## src/rtl/aardvark_defs.sv

```systemverilog
// Shared definitions for the Aardvark control unit: state encodings,
// opcodes and ALU operation codes.
package aardvark_defs;

  typedef enum logic [2:0] {
    ST_IDLE   = 3'd0,
    ST_FETCH  = 3'd1,
    ST_DECODE = 3'd2,
    ST_EXEC   = 3'd3,
    ST_MEM    = 3'd4,
    ST_WB     = 3'd5,
    ST_HALT   = 3'd6
  } state_t;

  localparam logic [3:0] OP_ADD  = 4'h0;
  localparam logic [3:0] OP_SUB  = 4'h1;
  localparam logic [3:0] OP_AND  = 4'h2;
  localparam logic [3:0] OP_OR   = 4'h3;
  localparam logic [3:0] OP_ADDI = 4'h4;
  localparam logic [3:0] OP_LW   = 4'h5;
  localparam logic [3:0] OP_SW   = 4'h6;
  localparam logic [3:0] OP_BEQ  = 4'h7;
  localparam logic [3:0] OP_JMP  = 4'h8;
  localparam logic [3:0] OP_HALT = 4'hF;

  localparam logic [1:0] ALU_ADD = 2'b00;
  localparam logic [1:0] ALU_SUB = 2'b01;
  localparam logic [1:0] ALU_AND = 2'b10;
  localparam logic [1:0] ALU_OR  = 2'b11;

  // Opcodes 9..E are undefined and executed as a NOP with an illegal pulse.
  function automatic logic is_illegal(input logic [3:0] op);
    return (op >= 4'h9) && (op <= 4'hE);
  endfunction

endpackage

```

## src/rtl/aardvark_wait_timer.sv

```systemverilog
// Memory-wait watchdog: counts stalled cycles while a request is pending
// and flags a timeout once MAX_WAIT stalls have elapsed without mem_ready.
module aardvark_wait_timer #(
  parameter int MAX_WAIT = 15,
  parameter int WAIT_W   = 4
) (
  input  logic clk,
  input  logic rst_n,
  input  logic active,
  input  logic mem_ready,
  output logic timeout
);

  localparam logic [WAIT_W-1:0] LIMIT = WAIT_W'(MAX_WAIT);

  logic [WAIT_W-1:0] cnt_reg;
  logic [WAIT_W-1:0] cnt_next;

  // Idle outside FETCH/MEM keeps the count at zero, so every new request starts fresh.
  always_comb begin
    cnt_next = cnt_reg;
    if (!active || mem_ready) begin
      cnt_next = '0;
    end else if (cnt_reg != LIMIT) begin
      cnt_next = cnt_reg + 1'b1;
    end
  end

  always_ff @(posedge clk or negedge rst_n) begin
    if (!rst_n) begin
      cnt_reg <= '0;
    end else begin
      cnt_reg <= cnt_next;
    end
  end

  // A ready arriving on the limit cycle wins over the timeout.
  assign timeout = active && !mem_ready && (cnt_reg == LIMIT);

endmodule

```

## src/rtl/aardvark_ctrl_fsm.sv

```systemverilog
// Multi-cycle control FSM for the Aardvark 8-bit CPU: fetch, decode,
// execute, memory and writeback sequencing with a bus-timeout halt.
module aardvark_ctrl_fsm
  import aardvark_defs::*;
#(
  parameter int MAX_WAIT = 15,
  parameter int WAIT_W   = 4
) (
  input  logic       clk,
  input  logic       rst_n,
  input  logic       start,
  input  logic       mem_ready,
  input  logic [7:0] mem_rdata,
  input  logic       zero_flag,
  output logic [7:0] ir,
  output logic       mem_req,
  output logic       mem_we,
  output logic       addr_sel,
  output logic       pc_inc,
  output logic       pc_load_br,
  output logic       pc_load_jmp,
  output logic       imm_sel,
  output logic [1:0] alu_op,
  output logic       reg_we,
  output logic       wb_sel,
  output logic       halted,
  output logic       illegal,
  output logic       bus_err,
  output logic [2:0] state
);

  state_t     state_reg;
  state_t     state_next;
  logic [7:0] ir_reg;
  logic       bus_err_reg;
  logic       ir_load;
  logic       timeout;
  logic       wait_active;
  logic [3:0] opcode;

  assign opcode      = ir_reg[7:4];
  assign wait_active = (state_reg == ST_FETCH) || (state_reg == ST_MEM);

  aardvark_wait_timer #(
    .MAX_WAIT (MAX_WAIT),
    .WAIT_W   (WAIT_W)
  ) u_wait_timer (
    .clk       (clk),
    .rst_n     (rst_n),
    .active    (wait_active),
    .mem_ready (mem_ready),
    .timeout   (timeout)
  );

  always_ff @(posedge clk or negedge rst_n) begin
    if (!rst_n) begin
      state_reg   <= ST_IDLE;
      ir_reg      <= 8'h00;
      bus_err_reg <= 1'b0;
    end else begin
      state_reg <= state_next;
      if (ir_load) begin
        ir_reg <= mem_rdata;
      end
      if (timeout) begin
        bus_err_reg <= 1'b1;
      end
    end
  end

  always_comb begin
    state_next  = state_reg;
    ir_load     = 1'b0;
    mem_req     = 1'b0;
    mem_we      = 1'b0;
    addr_sel    = 1'b0;
    pc_inc      = 1'b0;
    pc_load_br  = 1'b0;
    pc_load_jmp = 1'b0;
    imm_sel     = 1'b0;
    alu_op      = ALU_ADD;
    reg_we      = 1'b0;
    wb_sel      = 1'b0;
    halted      = 1'b0;
    illegal     = 1'b0;

    case (state_reg)
      ST_IDLE: begin
        if (start) begin
          state_next = ST_FETCH;
        end
      end

      ST_FETCH: begin
        mem_req = 1'b1;
        if (mem_ready) begin
          ir_load    = 1'b1;
          pc_inc     = 1'b1;
          state_next = ST_DECODE;
        end else if (timeout) begin
          state_next = ST_HALT;
        end
      end

      ST_DECODE: begin
        if (opcode == OP_HALT) begin
          state_next = ST_HALT;
        end else if (is_illegal(opcode)) begin
          illegal    = 1'b1;
          state_next = ST_FETCH;
        end else begin
          state_next = ST_EXEC;
        end
      end

      ST_EXEC: begin
        case (opcode)
          OP_ADD, OP_SUB, OP_AND, OP_OR: begin
            alu_op     = opcode[1:0];
            state_next = ST_WB;
          end
          OP_ADDI: begin
            imm_sel    = 1'b1;
            state_next = ST_WB;
          end
          OP_LW, OP_SW: begin
            imm_sel    = 1'b1;
            state_next = ST_MEM;
          end
          OP_BEQ: begin
            alu_op     = ALU_SUB;
            pc_load_br = zero_flag;
            state_next = ST_FETCH;
          end
          OP_JMP: begin
            pc_load_jmp = 1'b1;
            state_next  = ST_FETCH;
          end
          default: begin
            state_next = ST_FETCH;
          end
        endcase
      end

      ST_MEM: begin
        mem_req  = 1'b1;
        addr_sel = 1'b1;
        mem_we   = (opcode == OP_SW);
        if (mem_ready) begin
          state_next = (opcode == OP_LW) ? ST_WB : ST_FETCH;
        end else if (timeout) begin
          state_next = ST_HALT;
        end
      end

      ST_WB: begin
        reg_we     = 1'b1;
        wb_sel     = (opcode == OP_LW);
        state_next = ST_FETCH;
      end

      ST_HALT: begin
        halted = 1'b1;
      end

      default: begin
        state_next = ST_IDLE;
      end
    endcase
  end

  assign ir      = ir_reg;
  assign bus_err = bus_err_reg;
  assign state   = state_reg;

endmodule

```

## config.mk

```make
export PLATFORM = sky130hd
export DESIGN_NAME = aardvark_ctrl_fsm
export DESIGN_NICKNAME = d
export VERILOG_FILES = /design/src/rtl/aardvark_defs.sv /design/src/rtl/aardvark_wait_timer.sv /design/src/rtl/aardvark_ctrl_fsm.sv
export SDC_FILE = /design/constraint.sdc
export NUM_CORES = 1
export LEC_CHECK = 0
export ABC_AREA = 1
export BUFFER_PORTS_ARGS = -buffer_cell sky130_fd_sc_hd__buf_4
export CAP_MARGIN = 40
export CORE_MARGIN = 2
export CORE_UTILIZATION = 35
export DETAILED_ROUTE_END_ITERATION = 8
export MAX_ROUTING_LAYER = met4
export PLACE_DENSITY = 0.58
export SYNTH_ARGS = -nofsm -noshare
export SYNTH_HDL_FRONTEND = slang
export SYNTH_SLANG_ARGS = --single-unit
```

## constraint.sdc

```tcl
create_clock -name clk -period 1.4 [get_ports clk]
set_clock_uncertainty 0.1 [all_clocks]
set_input_delay 0.21 -clock clk [delete_from_list [all_inputs] [get_ports clk]]
set_output_delay 0.21 -clock clk [all_outputs]
set_load 0.01 [all_outputs]
```

==> key figures, run 1 <==
Status
  – Outcome: finished with violations
  – Failing checks: negative setup slack

Min path
  – Endpoint, Worst Hold: ir[2]
  – Hold path start: mem_rdata[2]
  – Hold Path Depth: 3
  – Class of the worst hold path: primary input to flip-flop

Die
  – Io pins: 38
  – DIE HEIGHT: 57.0 um
  – Die width: 57.0 um
  – Core area: 2710 um2
  – Die ar.: 3250 um2
  – Num rows: 19
  – Initial core utilization: 0.363

Power and ir drop
  – Pwr/cell area: 477 nW/um2
  – Leak: 0.882 nW
  – Worst ir drop on vdd: 0.520 mV

STA
  – RSZ-0062 raised after global routing: true
  – PnR worst setup slack: -0.300 ns
  – Worst slew pin tran: 0.242 ns
  – Final hold slack: 0.0127 ns
  – Slew HR: 0.837
  – Final setup TNS: -3.15 ns
  – Final min period: 1.70 ns
  – Peak Freq: 588 MHz
  – Final hold vios: 0
  – Final setup fails: 20
  – Final worst-path cycle share: 1.21
  – Number of max-slew violations in the final report: 0

Layout
  – Most frequent cells in the layout: buf_4 (55), nand2_1 (37), inv_1 (11), nor2_1 (11), dfrtp_1 (10)
  – Diodes inserted: 0
  – Filler cells: 242
  – P&R area growth vs syn: 72.8%
  – Fraction of layout cells with a size suffix above 1: 0.531
  – Commonest non-fill, non-tap cell in the layout: buf_4
  – Largest register FFs: 8
  – Nets@finish: 211

Worst setup path
  – CP required: 1.09 ns
  – Crit Path Max Fanout: 4
  – Reg2reg start: state[2]
  – Critical path data arrival time: 1.39 ns
  – CP Launch Type: flip-flop
  – R2R Setup Slk: -0.04 ns
  – CP Launch Point: ir[5]
  – Crit. End Element: output port
  – Setup CP Type: flip-flop to output port
  – Worst r2r path cells: 8
  – R2R Path End: ir[4]

Placement
  – HPWL Detailed: 1.99 mm
  – Dpl ws: 0.00328 ns
  – Placer Congestion: 0.793
  – I/O Buffers: 37

Drt
  – Drt first pass iters: 4
  – Post-DR vias/cell: 4.90
  – # DRC: 0
  – Routed WL: 2.98 mm
  – First-iteration detailed-routing DRC count: 45
  – Routed Antenna Nets: 0
  – Routed vias: 1,112
  – WL per Instance: 13.1 um

Yosys
  – Synth area leaders: dfrtp_1 (41%), nand2_1 (15%), inv_1 (5.7%)
  – Top FF cell, synth: dfrtp_1
  – Mapped Cells: 130
  – Synth cell types: 29
  – Synth Register Bits: 16
  – Post-Syn Area: 983 um2
  – Synth area leader: dfrtp_1
  – Synth Area per Inst: 7.56 um2
  – Area share of the largest cell type after synthesis: 0.407
  – Synth Net Count: 144
  – Sequential-to-total area share from yosys stat: 0.407
  – Asr flop ratio synth: 1.00
  – Post-synth EDFFs: 0
  – Synth warn: 0

Global route
  – GRT Total Usage: 0.191
  – Remaining Overflow, GRT: 0
  – Initial antenna violation count: 0
  – First-pass GRT wire length: 4.77 mm
  – Largest net degree at the start of global routing: 17
  – Vias in the first global route: 1,048

CTS
  – Clk root buf: clkbuf_4
  – Max Buffers Root-to-Sink: 2
  – Clk sinks: 16
  – CTS tree: built
  – Later-pin clock latency in the skew report: 0.28 ns
  – CTS Buf Count: 3
  – H-tree levels: 1
  – Clock transition at path regs: 0.10 ns

Job
  – Max-Cap Viols: 0
## synth_stat cells (3+ instances only)
master	number
dfrtp_1	16
inv_1	15
inv_2	3
nand2_1	39
nand3_1	6
nor2_1	12
nor4_1	3
o21ai_0	5
o21ai_1	5
## layer usage
layer  up-vias  part of all wire  global-route usage
li1        556                 -                   -
met1       515              0.45               0.255
met2        35              0.48               0.299
met3         6             0.046              0.0227
met4         0             0.017              0.0731
met5         -                 0                   -
## critical path, cell delays in order (launching register included)
cell	delay (ns)
dfrtp_2	0.46
nand2_1	0.15
inv_2	0.08
nor4_2	0.25
buf_4	0.17
## through the flow
| stage | instances | util | power [mW] | area, um2 |
|---|---|---|---|---|
| after floorplan | 130 | - | 0.473 | 988 |
| after global placement | 208 | 0.512 | 0.509 | 1390 |
| after detailed placement | 208 | 0.512 | 0.510 | 1390 |
| after CTS | 223 | 0.594 | 0.818 | 1610 |
| after global routing | 227 | 0.627 | 0.847 | 1700 |
| final | 227 | 0.627 | 0.810 | 1700 |
## area by class of cell
cell class	count	area, um2	share of cell area
Clock buffer	4	36.3	0.0214
Inverter	19	81.3	0.0479
Multi-Input combinational cell	92	593	0.349
Sequential cell	16	408	0.240
Tap cell	31	38.8	0.0228
Timing Repair Buffer	65	542	0.319
## power by group
part	total [mW]	switching [mW]	leakage [nW]	internal, mW
sequential	0.462	0	0.189	0.462
combinational	0.0403	0.0167	0.672	0.0236
clock	0.308	0.150	0.0210	0.158
total	0.810	0.167	0.882	0.643
## cells by family (layout without fill, tap and decap cells)
group,Yosys count,in the layout,share of synthesized area
simple gates,74,74,0.374
buf+inv,22,88,0.103
compound gates,17,17,0.103
flops,16,16,0.407
fa+ha+maj,1,1,0.0127
## timing repair
item,CTS,global route
hold buffers,1,0
setup buffers,10,5
pin swaps,1,1
endpoints found under the hold margin,16,0
resized for setup,26,12
endpoints found under the setup margin,13,29
## worst max path at each step
stage / to / cells past startpoint
2_1_floorplan: alu_op[1] / 3
3_3_place_gp: pc_load_jmp / 4
3_5_place_dp: illegal / 5
4_1_cts: alu_op[0] / 4
5_1_grt: alu_op[0] / 4
6_report: imm_sel / 4
Power figures use the tool's default switching activity.
==> inputs of run 2 (changes only) <==
Settings changed: HOLD_SLACK_MARGIN set to 0.15, TNS_END_PERCENT set to 1.
==> run 2 against run 1 <==
Against the previous run:
- the flow still finishes with violations (negative setup slack)
- sequential share of layout area shrank 0.46 points
- sequential power is essentially flat
- maximum frequency grew 0.41%
- register-to-register slack gained 0.03 ns
- global-route usage shrank 1.3 points
- hold slack gained 0.18 ns
- via count shrank 1.9%
- critical path depth shrank 1
- sequential cell count is the same
- cell count grew 0.44%
- clock power shrank 4%
==> key figures, run 2 (synthesized netlist as in run 1, its figures left out) <==
Status
  – Outcome: finished with violations
  – Failing checks: negative setup slack

Global route
  – Initial antenna violation count: 0 (unchanged)
  – Largest net degree at the start of global routing: 17 (unchanged)
  – M2 GR Usage: 0.291 (-0.00821)
  – M3 GR Usage: 0.0204 (-0.00227)
  – First-pass GRT wire length: 4.57 mm (-4.3%)
  – Remaining Overflow, GRT: 0 (unchanged)
  – GR met1 Demand/Resource: 0.245 (-0.0101)
  – Busiest grt layer: met2
  – GRT Total Usage: 0.178 (-0.0127)
  – Vias in the first global route: 1,031 (-1.6%)

CTS
  – CTS Buf Count: 3 (unchanged)
  – CTS tree: built
  – Clk sinks: 16 (unchanged)
  – Later-pin clock latency in the skew report: 0.27 ns (about the same)
  – Max Buffers Root-to-Sink: 2 (unchanged)
  – Clk root buf: clkbuf_4
  – Clock transition at path regs: 0.09 ns (about the same)
  – H-tree levels: 1 (unchanged)

Drt
  – Drt first pass iters: 4 (unchanged)
  – WL per Instance: 12.9 um (-1.8%)
  – First-iteration detailed-routing DRC count: 12 (-73%)
  – Routed WL: 2.94 mm (-1.4%)
  – Routed Antenna Nets: 0 (unchanged)
  – Post-DR vias/cell: 4.79 (-2.3%)
  – # DRC: 0 (unchanged)
  – Routed vias: 1,091 (-1.9%)

Power and ir drop
  – Worst ir drop on vdd: 0.537 mV (+3.3%)
  – Leak: 0.880 nW (-0.25%)
  – Total power: 817 uW (+0.79%)
  – Clk pwr share: 0.362 (-0.019)
  – Sw Ratio: 0.195 (-0.0111)
  – Flop pwr share: 0.565 (-0.005)
  – Pwr/cell area: 474 nW/um2 (-0.53%)
  – Logic pwr share: 0.072 (+0.022)
  – Int Pwr: 658 uW (+2.2%)
  – Switching power: 159 uW (-4.6%)

STA
  – Worst slew pin tran: 0.272 ns (+0.0295 ns)
  – Final hold vios: 0 (unchanged)
  – RSZ-0062 raised after global routing: true
  – Slew HR: 0.817 (-0.0199)
  – Number of max-slew violations in the final report: 0 (unchanged)
  – Final worst-path cycle share: 1.21 (-0.00492)
  – Final setup TNS: -2.60 ns (+0.549 ns)
  – Final min period: 1.69 ns (-0.00688 ns)
  – Final hold slack: 0.194 ns (+0.181 ns)
  – Final setup fails: 14 (-30%)
  – PnR worst setup slack: -0.293 ns (+0.00688 ns)
  – Peak Freq: 591 MHz (+0.41%)

Die
  – Die ar.: 3250 um2 (unchanged)
  – Initial core utilization: 0.363 (unchanged)
  – Die width: 57.0 um (unchanged)
  – Io pins: 38 (unchanged)
  – DIE HEIGHT: 57.0 um (unchanged)
  – Core area: 2710 um2 (unchanged)
  – Num rows: 19 (unchanged)

Placement
  – I/O Buffers: 37 (unchanged)
  – Placed cells: 208 (unchanged)
  – Dpl ws: -0.0753 ns (-0.0786 ns)
  – HPWL Detailed: 2.01 mm (+1.1%)
  – Placer Congestion: 0.814 (+2.7%)

Worst setup path
  – Max stage delay on crit path: 0.49 ns (+0.03 ns)
  – CP Launch Type: flip-flop
  – CP required: 1.09 ns (about the same)
  – Slowest CP cell: dfrtp_2
  – Crit. End Element: output port
  – Critical path data arrival time: 1.38 ns (about the same)
  – CP most frequent cell: buf_4
  – Setup CP Type: flip-flop to output port
  – Crit Path Max Fanout: 7 (+3)
  – Crit path max-delay family: flip-flops
  – Crit-path cells: buf_4 -> nor4_2 -> buf_4
  – R2R Setup Slk: -0.01 ns (+0.03 ns)
  – CP Buf/Inv Count: 2 (unchanged)

Min path
  – Class of the worst hold path: primary input to flip-flop

Layout
  – Diodes inserted: 0 (unchanged)
  – P&R area growth vs syn: 75.1%
  – Largest register FFs: 8 (unchanged)
  – Most frequent cells in the layout: buf_4 (49), nand2_1 (33), dfrtp_1 (12)
  – Nets@finish: 212 (+0.47%)
  – Layout Cells excl Fill: 228 (+0.44%)
  – Fraction of layout cells with a size suffix above 1: 0.513 (-0.0179)
  – Commonest non-fill, non-tap cell in the layout: buf_4

Job
  – Max-Cap Viols: 0 (unchanged)
-- run 2: cell types whose count changed in the layout (fill, tap and decap cells not counted), moves of 3 or more --
cell	before	now
dlygate4sd3_1	1	9
inv_2	4	7
buf_4	55	49
nand2_2	2	5
nand2_1	37	33
-- run 2: cell type report --
cell class	count	area (um2)
Clock buffer	4	36.3
Fill cell	233	988
Inverter	19	78.8
Multi-Input combinational cell	92	597
Sequential cell	16	405
Tap cell	31	38.8
Timing Repair Buffer	66	566
-- run 2: per-stage QoR --
stage | utilization | instance area [um2]
final | 0.635 | 1720
after global routing | 0.635 | 1720
after CTS | 0.592 | 1600
after detailed placement | 0.517 | 1400
after global placement | 0.517 | 1400
after floorplan | - | 988
-- run 2: worst paths after layout --
| check | startpoint | to | depth (start not counted) |
|---|---|---|---|
| worst max-delay path | ir[7] | alu_op[1] | 3 |
| worst min-delay path | start | state[0] | 3 |
| worst max register to register | state[0] | state[2] | 7 |
| worst min register to register | bus_err | bus_err | 1 |
| max in group asynchronous | rst_n | state[1] | 2 |
| min in group asynchronous | rst_n | ir[0] | 2 |
-- run 2: metal layers --
metal / vias up / part of all wire
li1: 555 / -
met1: 501 / 0.42
met2: 29 / 0.52
met3: 6 / 0.044
met4: 0 / 0.018
met5: - / 0
-- run 2: repair_timing --
item	CTS	global route
pin swaps	2	2
hold endpoints to repair	24	0
buffers inserted	2	5
gates resized for setup	21	23
endpoints found under the setup margin	16	20
hold buffers	9	0
-- run 2: worst min-delay path, stage by stage --
cell and delay, ns:
buf_4 0.08, o21ai_0 0.09, a21oi_1 0.15
-- run 2: power by group through the flow --
stage | clock (mW) | sequential (mW) | combinational [mW]
after floorplan | 0 | 0.471 | 0.00203
after global placement | 0 | 0.471 | 0.0386
after detailed placement | 0 | 0.471 | 0.0390
after CTS | 0.306 | 0.462 | 0.0587
after global routing | 0.330 | 0.462 | 0.0643
final | 0.296 | 0.462 | 0.0591
